`config.mk`:
```
export PLATFORM = sky130hd
export DESIGN_NAME = llki_keyed_stream_gate
export DESIGN_NICKNAME = d
export VERILOG_FILES = /design/src/rtl/llki_gate_pkg.sv /design/src/rtl/llki_key_bank.sv /design/src/rtl/llki_keyed_stream_gate.sv
export SDC_FILE = /design/constraint.sdc
export NUM_CORES = 1
export LEC_CHECK = 0
export BUFFER_PORTS_ARGS = -buffer_cell sky130_fd_sc_hd__buf_2
export CORE_AREA = 5 5 422 424
export CTS_CLUSTER_DIAMETER = 60
export DETAILED_ROUTE_END_ITERATION = 6
export DIE_AREA = 0 0 427 429
export HOLD_SLACK_MARGIN = 0.02
export MAX_ROUTING_LAYER = met4
export SYNTH_ARGS = -nofsm -noshare
export SYNTH_HDL_FRONTEND = slang
export SYNTH_SLANG_ARGS = --single-unit --ignore-timing --ignore-initial --compat-mode --unroll-limit 50000
```
`constraint.sdc`:
```
create_clock -name i_clk -period 1.92 [get_ports i_clk]
set_input_delay 0.192 -clock i_clk [delete_from_list [all_inputs] [get_ports i_clk]]
set_output_delay 0.192 -clock i_clk [all_outputs]
set_load 0.005 [all_outputs]
```
`src/rtl/llki_gate_pkg.sv`:
```
// Shared types and helpers for the keyed stream gate: key-state encoding and
// the replication of the key difference across the data bus.
package llki_gate_pkg;

   typedef enum logic [1:0] {
      KS_LOCKED   = 2'd0,
      KS_LOADING  = 2'd1,
      KS_UNLOCKED = 2'd2,
      KS_CLEARING = 2'd3
   } key_state_e;

   // Widest supported data bus and key; both must stay below this.
   localparam int unsigned MASK_MAX_W = 4096;

   // Repeat the low diff_w bits of diff LSB-aligned across data_w bits; bits above data_w are zero.
   function automatic logic [MASK_MAX_W-1:0] replicate_diff(input logic [MASK_MAX_W-1:0] diff,
                                                           input int unsigned diff_w,
                                                           input int unsigned data_w);
      logic [MASK_MAX_W-1:0] mask;
      mask = '0;
      for (int unsigned i = 0; i < MASK_MAX_W; i++) begin
         if (i < data_w) begin
            mask[i] = diff[i % diff_w];
         end
      end
      return mask;
   endfunction

endpackage

```
`src/rtl/llki_key_bank.sv`:
```
// Multi-word key bank with written mask, sequential zeroisation counter and the
// lock/load/unlock/clear state machine.
module llki_key_bank
   import llki_gate_pkg::*;
#(
   parameter int unsigned KEY_W                         = 64,
   parameter int unsigned KEY_WORDS                     = 2,
   parameter logic [KEY_WORDS*KEY_W-1:0] EXP_KEY        = '0,
   parameter int unsigned IDX_W                         = (KEY_WORDS > 1) ? $clog2(KEY_WORDS) : 1
) (
   input  logic                       i_clk,
   input  logic                       i_rst,
   input  logic                       i_wr_valid,
   output logic                       o_wr_ready,
   input  logic [IDX_W-1:0]           i_wr_idx,
   input  logic [KEY_W-1:0]           i_wr_data,
   input  logic                       i_clear,
   output key_state_e                 o_state,
   output logic                       o_match,
   output logic [KEY_WORDS*KEY_W-1:0] o_bank
);

   localparam int unsigned KEY_TOT = KEY_WORDS * KEY_W;

   logic [KEY_TOT-1:0]   r_bank;
   logic [KEY_WORDS-1:0] r_written;
   logic [IDX_W-1:0]     r_clr_idx;
   key_state_e           r_state;
   logic                 r_match;

   logic [KEY_TOT-1:0]   w_bank_nxt;
   logic [KEY_WORDS-1:0] w_written_nxt;
   logic [IDX_W-1:0]     w_clr_idx_nxt;
   key_state_e           w_state_nxt;
   logic                 w_idx_ok;
   logic                 w_wr_en;

   assign o_wr_ready = (r_state != KS_CLEARING);
   // Out-of-range indices complete the handshake but are discarded.
   assign w_idx_ok   = (32'(i_wr_idx) < KEY_WORDS);
   assign w_wr_en    = i_wr_valid && o_wr_ready && w_idx_ok;

   always_comb begin
      w_bank_nxt    = r_bank;
      w_written_nxt = r_written;
      w_clr_idx_nxt = r_clr_idx;
      w_state_nxt   = r_state;
      if (i_clear) begin
         w_state_nxt   = KS_CLEARING;
         w_clr_idx_nxt = '0;
         w_written_nxt = '0;
      end else if (r_state == KS_CLEARING) begin
         // Word 0 sits in the MSBs of the packed bank.
         w_bank_nxt[(KEY_WORDS - 1 - 32'(r_clr_idx)) * KEY_W +: KEY_W] = '0;
         if (32'(r_clr_idx) == KEY_WORDS - 1) begin
            w_state_nxt = KS_LOCKED;
         end else begin
            w_clr_idx_nxt = r_clr_idx + 1'b1;
         end
      end else begin
         if (w_wr_en) begin
            w_bank_nxt[(KEY_WORDS - 1 - 32'(i_wr_idx)) * KEY_W +: KEY_W] = i_wr_data;
            w_written_nxt[i_wr_idx] = 1'b1;
         end
         unique case (r_state)
            KS_LOCKED:  if (w_wr_en) w_state_nxt = KS_LOADING;
            KS_LOADING: if (&w_written_nxt) w_state_nxt = KS_UNLOCKED;
            default:    ;
         endcase
      end
   end

   always_ff @(posedge i_clk) begin
      if (i_rst) begin
         r_bank    <= '0;
         r_written <= '0;
         r_clr_idx <= '0;
         r_state   <= KS_LOCKED;
         r_match   <= 1'b0;
      end else begin
         r_bank    <= w_bank_nxt;
         r_written <= w_written_nxt;
         r_clr_idx <= w_clr_idx_nxt;
         r_state   <= w_state_nxt;
         // Built from next-state values so match always agrees with state and bank.
         r_match   <= (w_state_nxt == KS_UNLOCKED) && (w_bank_nxt == EXP_KEY);
      end
   end

   assign o_state = r_state;
   assign o_match = r_match;
   assign o_bank  = r_bank;

endmodule

```
`src/rtl/llki_keyed_stream_gate.sv`:
```
// Keyed valid/ready register stage: data passes clean only with the expected key
// loaded, otherwise it is XOR-scrambled with the key difference.
module llki_keyed_stream_gate
   import llki_gate_pkg::*;
#(
   parameter int unsigned DATA_W                   = 512,
   parameter int unsigned KEY_W                    = 64,
   parameter int unsigned KEY_WORDS                = 2,
   parameter logic [KEY_WORDS*KEY_W-1:0] EXP_KEY   = '0,
   parameter int unsigned IDX_W                    = (KEY_WORDS > 1) ? $clog2(KEY_WORDS) : 1
) (
   input  logic              i_clk,
   input  logic              i_rst,
   input  logic              i_key_wr_valid,
   output logic              o_key_wr_ready,
   input  logic [IDX_W-1:0]  i_key_wr_idx,
   input  logic [KEY_W-1:0]  i_key_wr_data,
   input  logic              i_key_clear,
   output logic [1:0]        o_key_state,
   output logic              o_key_match,
   input  logic              i_in_valid,
   output logic              o_in_ready,
   input  logic [DATA_W-1:0] i_in_data,
   output logic              o_out_valid,
   input  logic              i_out_ready,
   output logic [DATA_W-1:0] o_out_data
);

   localparam int unsigned KEY_TOT = KEY_WORDS * KEY_W;

   key_state_e            w_state;
   logic [KEY_TOT-1:0]    w_bank;
   logic [MASK_MAX_W-1:0] w_mask_full;
   logic [DATA_W-1:0]     w_mask;
   logic                  w_unused_mask;
   logic                  w_accept;

   logic                  r_out_valid;
   logic [DATA_W-1:0]     r_out_data;

   llki_key_bank #(
      .KEY_W     (KEY_W),
      .KEY_WORDS (KEY_WORDS),
      .EXP_KEY   (EXP_KEY),
      .IDX_W     (IDX_W)
   ) u_key_bank (
      .i_clk      (i_clk),
      .i_rst      (i_rst),
      .i_wr_valid (i_key_wr_valid),
      .o_wr_ready (o_key_wr_ready),
      .i_wr_idx   (i_key_wr_idx),
      .i_wr_data  (i_key_wr_data),
      .i_clear    (i_key_clear),
      .o_state    (w_state),
      .o_match    (o_key_match),
      .o_bank     (w_bank)
   );

   assign w_mask_full   = replicate_diff(MASK_MAX_W'(w_bank ^ EXP_KEY), KEY_TOT, DATA_W);
   assign w_mask        = w_mask_full[DATA_W-1:0];
   assign w_unused_mask = ^w_mask_full[MASK_MAX_W-1:DATA_W];

   assign o_in_ready = (w_state == KS_UNLOCKED) && (!r_out_valid || i_out_ready);
   assign w_accept   = i_in_valid && o_in_ready;

   always_ff @(posedge i_clk) begin
      if (i_rst) begin
         r_out_valid <= 1'b0;
         r_out_data  <= '0;
      end else if (i_key_clear) begin
         // Flush on clear so nothing scrambled or clean lingers past zeroisation.
         r_out_valid <= 1'b0;
         r_out_data  <= '0;
      end else if (w_accept) begin
         r_out_valid <= 1'b1;
         r_out_data  <= i_in_data ^ w_mask;
      end else if (i_out_ready) begin
         r_out_valid <= 1'b0;
      end
   end

   assign o_key_state = w_state;
   assign o_out_valid = r_out_valid;
   assign o_out_data  = r_out_data;

endmodule

```
**Yosys cells after proc, flatten, opt, wreduce, memory -nomap -nowiden**

Index checks and enable logic that the tools add are counted.

- Input bits: 583
- Register bits: 647
- Output and inout bits: 518
- Logic and storage cells: 56

- Bitwise gates (word level): 2
- Muxes and demuxes: 19
- Shifts and indexed selects: 4
- Order comparisons: 2
- Add/sub/neg operators: 5
- Reductions and logical operators: 12
- Equal/unequal tests: 5

Operators with widths:

| kind | count |
|---|---|
| $xor A512 B512 Y512 | 1 |
| $mux W128 | 3 |
| $bwmux W128 | 2 |
| $shift A64 B34 Y128 const A | 2 |
| $logic_not A128 Y1 | 1 |
| $shiftx A64 B34 Y128 | 1 |
| $shiftx A64 B34 Y128 const A | 1 |
| $neg A32 Y34 | 2 |
| $mux W2 | 8 |
| $eq A2 B2 Y1 const B | 3 |
| $logic_and A1 B1 Y1 | 5 |
| $mux W1 | 4 |
| $pmux W2 S2 | 1 |
| $sub A1 B1 Y2 const A | 2 |
| $eq A2 B1 Y1 const B | 1 |
| $logic_not A2 Y1 | 1 |
| $lt A1 B2 Y1 const B | 1 |
| $ne A2 B2 Y1 const B | 1 |
| $or A2 B2 Y2 | 1 |
| $reduce_and A2 Y1 | 1 |
| $reduce_bool A2 Y1 | 1 |
| $reduce_or A2 Y1 | 1 |
| $add A1 B1 Y1 const B | 1 |
| $demux W1 S1 | 1 |
| other kinds (3) | 3 |

**Depth between registers and ports, before layout**

Gate-level depths: netlist of the first run.

- Depth in word-level cells: 15
- Mapped depth: 11
- Depth with buffers taken out: 7

**Hierarchy**

A second synthesis of the first run with hierarchy kept.

- Cell total of the unflattened synthesis: 3170
- Area total of the unflattened synthesis: 32177.1 µm²

By module, submodules not included:

| module | cells each | sequential area each (µm²) | area an instance (µm²) | instances |
|---|---|---|---|---|
| llki_keyed_stream_gate | 2469 | 10269.8 | 26506.7 | 1 |
| llki_key_bank | 701 | 2682.6 | 5670.4 | 1 |

**Least setup slack after synthesis of the first run**

No wires, ideal clock.

- Kind: reg-to-reg
- From: register u_key_bank.r_state[1], in the netlist u_key_bank.o_state[1]
- To: register u_key_bank.r_match, in the netlist u_key_bank.o_match
- Data arrival time: 2.027 ns
- Data required time: 1.832 ns
- Clock period less this slack: 2.114 ns
- Path slack: -0.194 ns
- Library setup time: 0.088 ns
- Stages on the path, launching flop included: 9
- Buffers on the path: 1
- Cells stage by stage: dfxtp_1 > and2_1 > inv_2 > o21ai_1 > buf_2 > a22oi_1 > nand4_1 > or4b_1 > nor4_2

- Cells in the longest elaborated chain, start to end: 12
- Elaborated cells between the ends (all ways): 21
- Classes of those cells: 4 x eq/ne; 12 x mux; 5 x reduce/logical

Ends and longest elaborated chain:

| element | RTL line | source |
|---|---|---|
| from (decl) | llki_key_bank.sv:28 | `key_state_e r_state;` |
| from (signal assigned) | llki_key_bank.sv:84 | `r_state <= w_state_nxt;` |
| $ne A2 B2 Y1 | llki_key_bank.sv:38 | `assign o_wr_ready = (r_state != KS_CLEARING);` |
| $logic_and A1 B1 Y1 | llki_key_bank.sv:41 | `assign w_wr_en = i_wr_valid && o_wr_ready && w_idx_ok;` |
| $mux W2 | llki_key_bank.sv:61 | `if (w_wr_en) begin` |
| $mux W2 | llki_key_bank.sv:52 | `end else if (r_state == KS_CLEARING) begin` |
| $mux W2 | llki_key_bank.sv:48 | `if (i_clear) begin` |
| $reduce_and A2 Y1 | llki_key_bank.sv:67 | `KS_LOADING: if (&w_written_nxt) w_state_nxt = KS_UNLOCKED;` |
| $mux W2 | llki_key_bank.sv:67 |  |
| $pmux W2 S2 | llki_key_bank.sv:65 | `unique case (r_state)` |
| $mux W2 | llki_key_bank.sv:52 |  |
| $mux W2 | llki_key_bank.sv:48 |  |
| $eq A2 B2 Y1 | llki_key_bank.sv:86 | `r_match <= (w_state_nxt == KS_UNLOCKED) && (w_bank_nxt == EXP_KEY);` |
| $logic_and A1 B1 Y1 * | llki_key_bank.sv:86 |  |
| to (signal assigned) | llki_key_bank.sv:86 |  |
| to (decl) | llki_key_bank.sv:29 | `logic r_match;` |

Every way passes the cells marked *; elsewhere a longest branch is shown, timed or not. The select of a mux whose other input is x is not followed.
A chain may end at the register's enable or synchronous reset.

**Worst setup path after layout of the first run**

- From: register u_key_bank.r_state[0], in the netlist u_key_bank.o_state[0]
- To: register u_key_bank.r_match, in the netlist u_key_bank.o_match

The elaborated chain is that of the path after synthesis.

==> results of run 1 <==
-- cells in the mapped netlist (all sizes together), types with 16 or more instances --
library cell  number  area share
dfxtp            647        0.47
nor2             569       0.077
a211oi           512        0.14
xnor2            512        0.16
clkbuf           253       0.034
nand2            128       0.017
buf              112       0.019
a21oi             84       0.015
a22oi             49       0.013
o21ai             49      0.0088
nor4              34      0.0079
a22o              30      0.0095
o2111ai           16      0.0050
o21a              16      0.0043
-- registers in the layout, summed over array words and instances, names as in the netlist --
register,flops
u_key_bank.r_clr_idx,1
o_out_valid,1
u_key_bank.o_bank,128
o_out_data,512
u_key_bank.o_state,2
u_key_bank.r_written,2
u_key_bank.o_match,1
-- repair_timing --
action | in CTS | in global routing
setup buffers | 20 | 30
gates resized for setup | 103 | 229
pin swaps | 37 | 66
endpoints found under the hold margin | 605 | 0
setup endpoints to repair | 496 | 571
gates cloned | 26 | 25
hold buffers | 578 | 0
-- kinds of logic after synthesis --
| group | count (synthesis) | synth area share |
|---|---|---|
| AO/OA/AOI/OAI | 780 | 0.2011 |
| XOR/XNOR | 512 | 0.1614 |
| buffers and inverters | 368 | 0.05358 |
| flip-flops | 647 | 0.4661 |
| AND/OR/NAND/NOR | 790 | 0.1179 |
-- power by group through the flow --
stage	Combinational, µW	Sequential, µW	Clock, µW
after CTS	6800	14000	17900
after global placement	5300	14300	0
after floorplan	2450	14200	0
after detailed placement	5340	14300	0
after global routing	7670	14100	18400
final	7250	14100	17500
-- cell usage in the layout (no fill, tap or decap), types with 14 or more instances in the layout --
cell type	instances
a211oi_2	132
a22oi_2	22
and4b_1	15
buf_16	21
dfxtp_1	645
a21oi_1	84
buf_12	64
a21boi_0	15
nand4_1	14
diode_2	31
nand2_1	127
xnor2_1	512
dlygate4sd3_1	578
o21ai_0	28
nor4_1	29
buf_2	1099
buf_4	354
clkbuf_16	111
clkbuf_8	20
nor2_1	568
a22oi_1	27
buf_6	19
a22o_1	30
o21a_1	16
a211oi_1	380
-- how the worst min path moves through the flow --
| stage | cells after the start | endpoint | from | slack (ps) |
|---|---|---|---|---|
| after global routing | 4 | u_key_bank.o_bank[117]$_SDFF_PP0_ | i_key_wr_data[53] | 20 |
| after global placement | 3 | o_out_valid$_SDFFE_PP0P_ | i_in_valid | 460 |
| after CTS | 4 | u_key_bank.o_state[0]$_SDFF_PP0_ | i_key_wr_valid | 20 |
| after floorplan | 1 | u_key_bank.o_state[1]$_SDFF_PP0_ | i_rst | 270 |
| after detailed placement | 3 | o_out_valid$_SDFFE_PP0P_ | i_in_valid | 470 |
| final | 4 | u_key_bank.o_bank[117]$_SDFF_PP0_ | i_key_wr_data[53] | 80 |
-- area by class of cell --
type	instances	area [µm²]
Antenna cell	31	77.57
Clock buffer	117	2490
Clock inverter	43	618.1
Fill cell	18080	123000
Inverter	3	21.27
Multi-Input combinational cell	2084	14340
Sequential cell	647	12960
Tap cell	2325	2909
Timing Repair Buffer	2176	17000
-- critical path, cell delays in order (launching register included) --
cell and delay, ps:
dfxtp_4 360, and2_4 180, inv_8 60, buf_12 140
buf_6 130, o21ai_4 80, o2111ai_4 150, nor4_4 390
buf_4 170, nand4_1 120, nor4_2 300
-- layer usage --
metal  track usage  vias to the layer above  wire, µm
li1              -                    14590         -
met1        0.2246                    15620     73590
met2        0.3186                     1542     88560
met3       0.04519                      628     13110
met4        0.1375                        0     16120
met5             -                        -         0
-- per-stage QoR --
stage | hold WS (ps) | area, µm²
after global routing | 24.75 | 50400
final | 75.07 | 50410
after global placement | 456.6 | 38340
after CTS | 23.66 | 48560
after floorplan | 265.4 | 27900
after detailed placement | 466.1 | 38360
==> impl_metrics.tcl, run 1 <==
set metrics [dict create \
    cts_root_buf "clkbuf_16" \
    h-tree-depth 3 \
    endpoint "u_key_bank.o_match$_SDFF_PP0_" \
    drc 0 \
    postSynthCellCount 3097 \
    vias 32370 \
    antenna_found_initial 56 \
    ys_warn_count 0 \
    cp-end-kind "register" \
    internal_power_uw 27700 \
    io_buffers 1100 \
    drive_gt1_frac 0.3834 \
    power_density_mw_per_mm2 769.8 \
    avgSynthCellArea_um2 8.973 \
    cts_sinks 647 \
    hpwl_um 146000 \
    synth_nets 3680 \
    skew_ps 31.93 \
    wl_um 191400 \
    violations "negative setup slack" \
    tightest_slew_ps 1016 \
    grt_max_degree 64 \
    hold_class "in2reg" \
    ys_ff_latch 647 \
    numCtsBuffers 87 \
    final-max-slew-violation-count 0 \
    wl_per_cell_um 25.77 \
    fp.dieH_um 429 \
    synth_edf_count 0 \
    setup_violations 338 \
    pre_cts_slack_ps -587.3 \
    p_clk_frac 0.451 \
    switchingPower_uw 11110 \
    critPathLaunchType "register" \
    pwr-share-seq 0.362 \
    drv_cap 0 \
    clk_latency_ps 710 \
    max_slew_margin 0.3166 \
    area_growth_pct 81.40 \
    timing.rr.start "u_key_bank.o_state[0]$_SDFF_PP0_" \
    drtAntennaViolNets 0 \
    r2r_slack_ps -240 \
    die_w_um 427 \
    coreArea_mm2 0.1734 \
    outcome "finished, violations left" \
    ir_drop_uv 754.1 \
    combinationalPowerShare 0.187 \
    place_congestion 0.9461 \
    grt_pass1_vias 32290 \
    critPathArrivalTime_ps 2760 \
    firstDrtPassIters 5 \
    swShare 0.2863 \
    reg2regPathDepth 10 \
    io_pins 1101 \
    grt_usage 0.2008 \
    synth_flop_cell "dfxtp_1" \
    yosysSeqAreaShare 0.4661 \
    fin_cells 7426 \
    p_leak_uw 0.02001 \
    final.setup.worst_slack_ps -235.0 \
    drt_iter0_markers 2186 \
    place_inst 6559 \
    syn_area_mm2 0.02779 \
    cp_max_fo 7 \
    setup.worst_path.start "u_key_bank.o_state[0]$_SDFF_PP0_" \
    period_minus_slack_ps 2155 \
    cts_tree "yes" \
    die_area_mm2 0.1832 \
    num_rows 153 \
    finalHoldViolations 0 \
    fmax_ghz 0.4640 \
    finalCritPeriodShare 1.122 \
    nNetsFinal 5582 \
    clockBufferDepth 3 \
    initial_core_util 0.1602 \
    r2r_end "u_key_bank.o_match$_SDFF_PP0_" \
    clk_pin_slew_ps 60 \
    cp_data_required_time_ps 2530 \
    grt-ovfl-total 0 \
    finalPower_uw 38800 \
    ys_types 45 \
    synthArstFlopShare 0 \
    rsz0062_at_grt "true" \
    grt_pass1_wl_um 252600 \
    worstSetupPathType "reg2reg" \
    final_util 0.2907 \
    vias_per_cell 4.359 \
    setup_tns_ps -14160 \
]
Power figures use the tool's default switching activity.
==> inputs of run 2 (changes only) <==
--- a/config.mk
+++ b/config.mk
@@ -12,6 +12,7 @@
 export DIE_AREA = 0 0 427 429
 export HOLD_SLACK_MARGIN = 0.02
 export MAX_ROUTING_LAYER = met4
+export PLACE_DENSITY = 0.34
 export SYNTH_ARGS = -nofsm -noshare
 export SYNTH_HDL_FRONTEND = slang
 export SYNTH_SLANG_ARGS = --single-unit --ignore-timing --ignore-initial --compat-mode --unroll-limit 50000
==> impl_metrics.tcl, run 2 (same netlist as run 1, synthesis figures left out) <==
set metrics [dict create \
    h-tree-depth 3 \
    largest_reg_flops 512 \
    final.setup.worst_slack_ps -201.8 \
    vias 30530 \
    internal_power_uw 29890 \
    finalPower_uw 41460 \
    drive_gt1_frac 0.4062 \
    violations "negative setup slack" \
    ir_drop_uv 572.8 \
    period_minus_slack_ps 2122 \
    clk_latency_ps 740 \
    max_slew_margin 0.5549 \
    cp_max_fo 18 \
    path_cells "and2_4, inv_8, buf_8, buf_12, a22oi_2, nand3_1, or4_4, nor4_2" \
    outcome "finished, violations left" \
    finalCritPeriodShare 1.105 \
    mostFrequentLayoutCells "1098 x buf_2, 644 x dfxtp_1, 579 x dlygate4sd3_1" \
    place_congestion 0.8431 \
    io_pins 1101 \
    area_growth_pct 86.68 \
    vias_per_cell 4.105 \
    critPathArrivalTime_ps 2750 \
    placed_area_mm2 0.03811 \
    clockBufferDepth 3 \
    hpwl_um 135700 \
    p_leak_uw 0.02057 \
    tightest_slew_ps 662.9 \
    skew_ps 29.21 \
    wl_per_cell_um 24.37 \
    pwr-share-seq 0.339 \
    r2r_slack_ps -200 \
    grt_max_degree 61 \
    io_buffers 1100 \
    clk_pin_slew_ps 50 \
    p_clk_frac 0.488 \
    cp-end-kind "register" \
    switchingPower_uw 11580 \
    worstSetupPathType "reg2reg" \
    grt-ovfl-total 0 \
    final_util 0.2991 \
    wl_um 181200 \
    critPathLaunchType "register" \
    antenna_found_initial 31 \
    nNetsFinal 5594 \
    die_area_mm2 0.1832 \
    n_fill_cell 18610 \
    final-max-slew-violation-count 0 \
    drtAntennaViolNets 0 \
    cts_tree "yes" \
    die_w_um 427 \
    firstDrtPassIters 5 \
    cp_slowest_cell "or4_4" \
    hold_class "in2reg" \
    drt_iter0_markers 1333 \
    crit_family "simple AND/OR/NAND/NOR gates" \
    setup_tns_ps -13580 \
    rsz0062_at_grt "true" \
    drc 0 \
    grt_usage 0.1891 \
    setup_violations 334 \
    power_density_mw_per_mm2 799.3 \
    layout_commonest_cell "buf_2" \
    cts_root_buf "clkbuf_16" \
    initial_core_util 0.1602 \
    pre_cts_slack_ps -469.4 \
    critPathMaxStageDelay_ps 570 \
    numCtsBuffers 102 \
    cp_data_required_time_ps 2550 \
    fmax_ghz 0.4713 \
    cts_sinks 647 \
    grt_pass1_vias 30890 \
    grt_pass1_wl_um 240200 \
    worst-path-buf-inv 3 \
    fp.dieH_um 429 \
    postLayoutCellArea_mm2 0.05188 \
    combinationalPowerShare 0.173 \
    coreArea_mm2 0.1734 \
    num_rows 153 \
    finalHoldViolations 0 \
    drv_cap 0 \
    swShare 0.2792 \
]
[run 2: layout make-up]
type | count | area, µm² | share of cell area
inverter | 3 | 22.52 | 0.0004341
clock inverter | 55 | 788.3 | 0.01519
sequential | 647 | 12960 | 0.2497
multi-input combinational | 2084 | 14890 | 0.2870
timing repair buffer | 2173 | 17380 | 0.3351
antenna | 15 | 37.54 | 0.0007235
clock buffer | 134 | 2893 | 0.05576
tap | 2325 | 2909 | 0.05607
[run 2: worst reg2reg max path, delay by kind of cell, from the launching register on]
family          cells  cell delay, ps
simple gates        4            1140
buf+inv             3             370
compound gates      1             180
flops               1             350
[run 2: what timing repair did]
action,CTS,global route
resized for setup,148,368
endpoints found under the hold margin,614,0
pin swaps,54,111
endpoints found under the setup margin,474,517
hold buffers,579,0
setup buffers,22,46
cloned,29,38
[run 2: worst paths after layout]
path	from	to	depth (start not counted)
min	i_key_clear	u_key_bank.o_bank[51]$_SDFF_PP0_	4
max reg2reg	u_key_bank.o_state[1]$_SDFF_PP0_	u_key_bank.o_match$_SDFF_PP0_	8
min reg2reg	o_out_data[14]$_SDFFE_PP0P_	o_out_data[14]$_SDFFE_PP0P_	2
max	u_key_bank.o_state[1]$_SDFF_PP0_	u_key_bank.o_match$_SDFF_PP0_	8
[run 2: layer usage]
metal | global-route usage | routed length (µm) | vias to the layer above
li1 | - | - | 14620
met2 | 0.3322 | 92520 | 824
met1 | 0.2174 | 74510 | 14830
met3 | 0.03238 | 8177 | 247
met5 | - | 0 | -
met4 | 0.06306 | 6028 | 0
[run 2: per-stage QoR]
step / hold WS, ps / cells
global placement: 475.7 / 6526
floorplan: 265.4 / 3097
CTS: 49.61 / 7343
finish: 126.5 / 7436
global route: 114.1 / 7433
detailed placement: 473.9 / 6526
[run 2: power by group through the flow]
stage | logic (µW) | registers, µW | clock network [µW]
after floorplan | 2450 | 14200 | 0
after global placement | 5170 | 14300 | 0
after detailed placement | 5170 | 14300 | 0
after CTS | 6670 | 14100 | 20900
after global routing | 7680 | 14100 | 21400
final | 7170 | 14100 | 20200
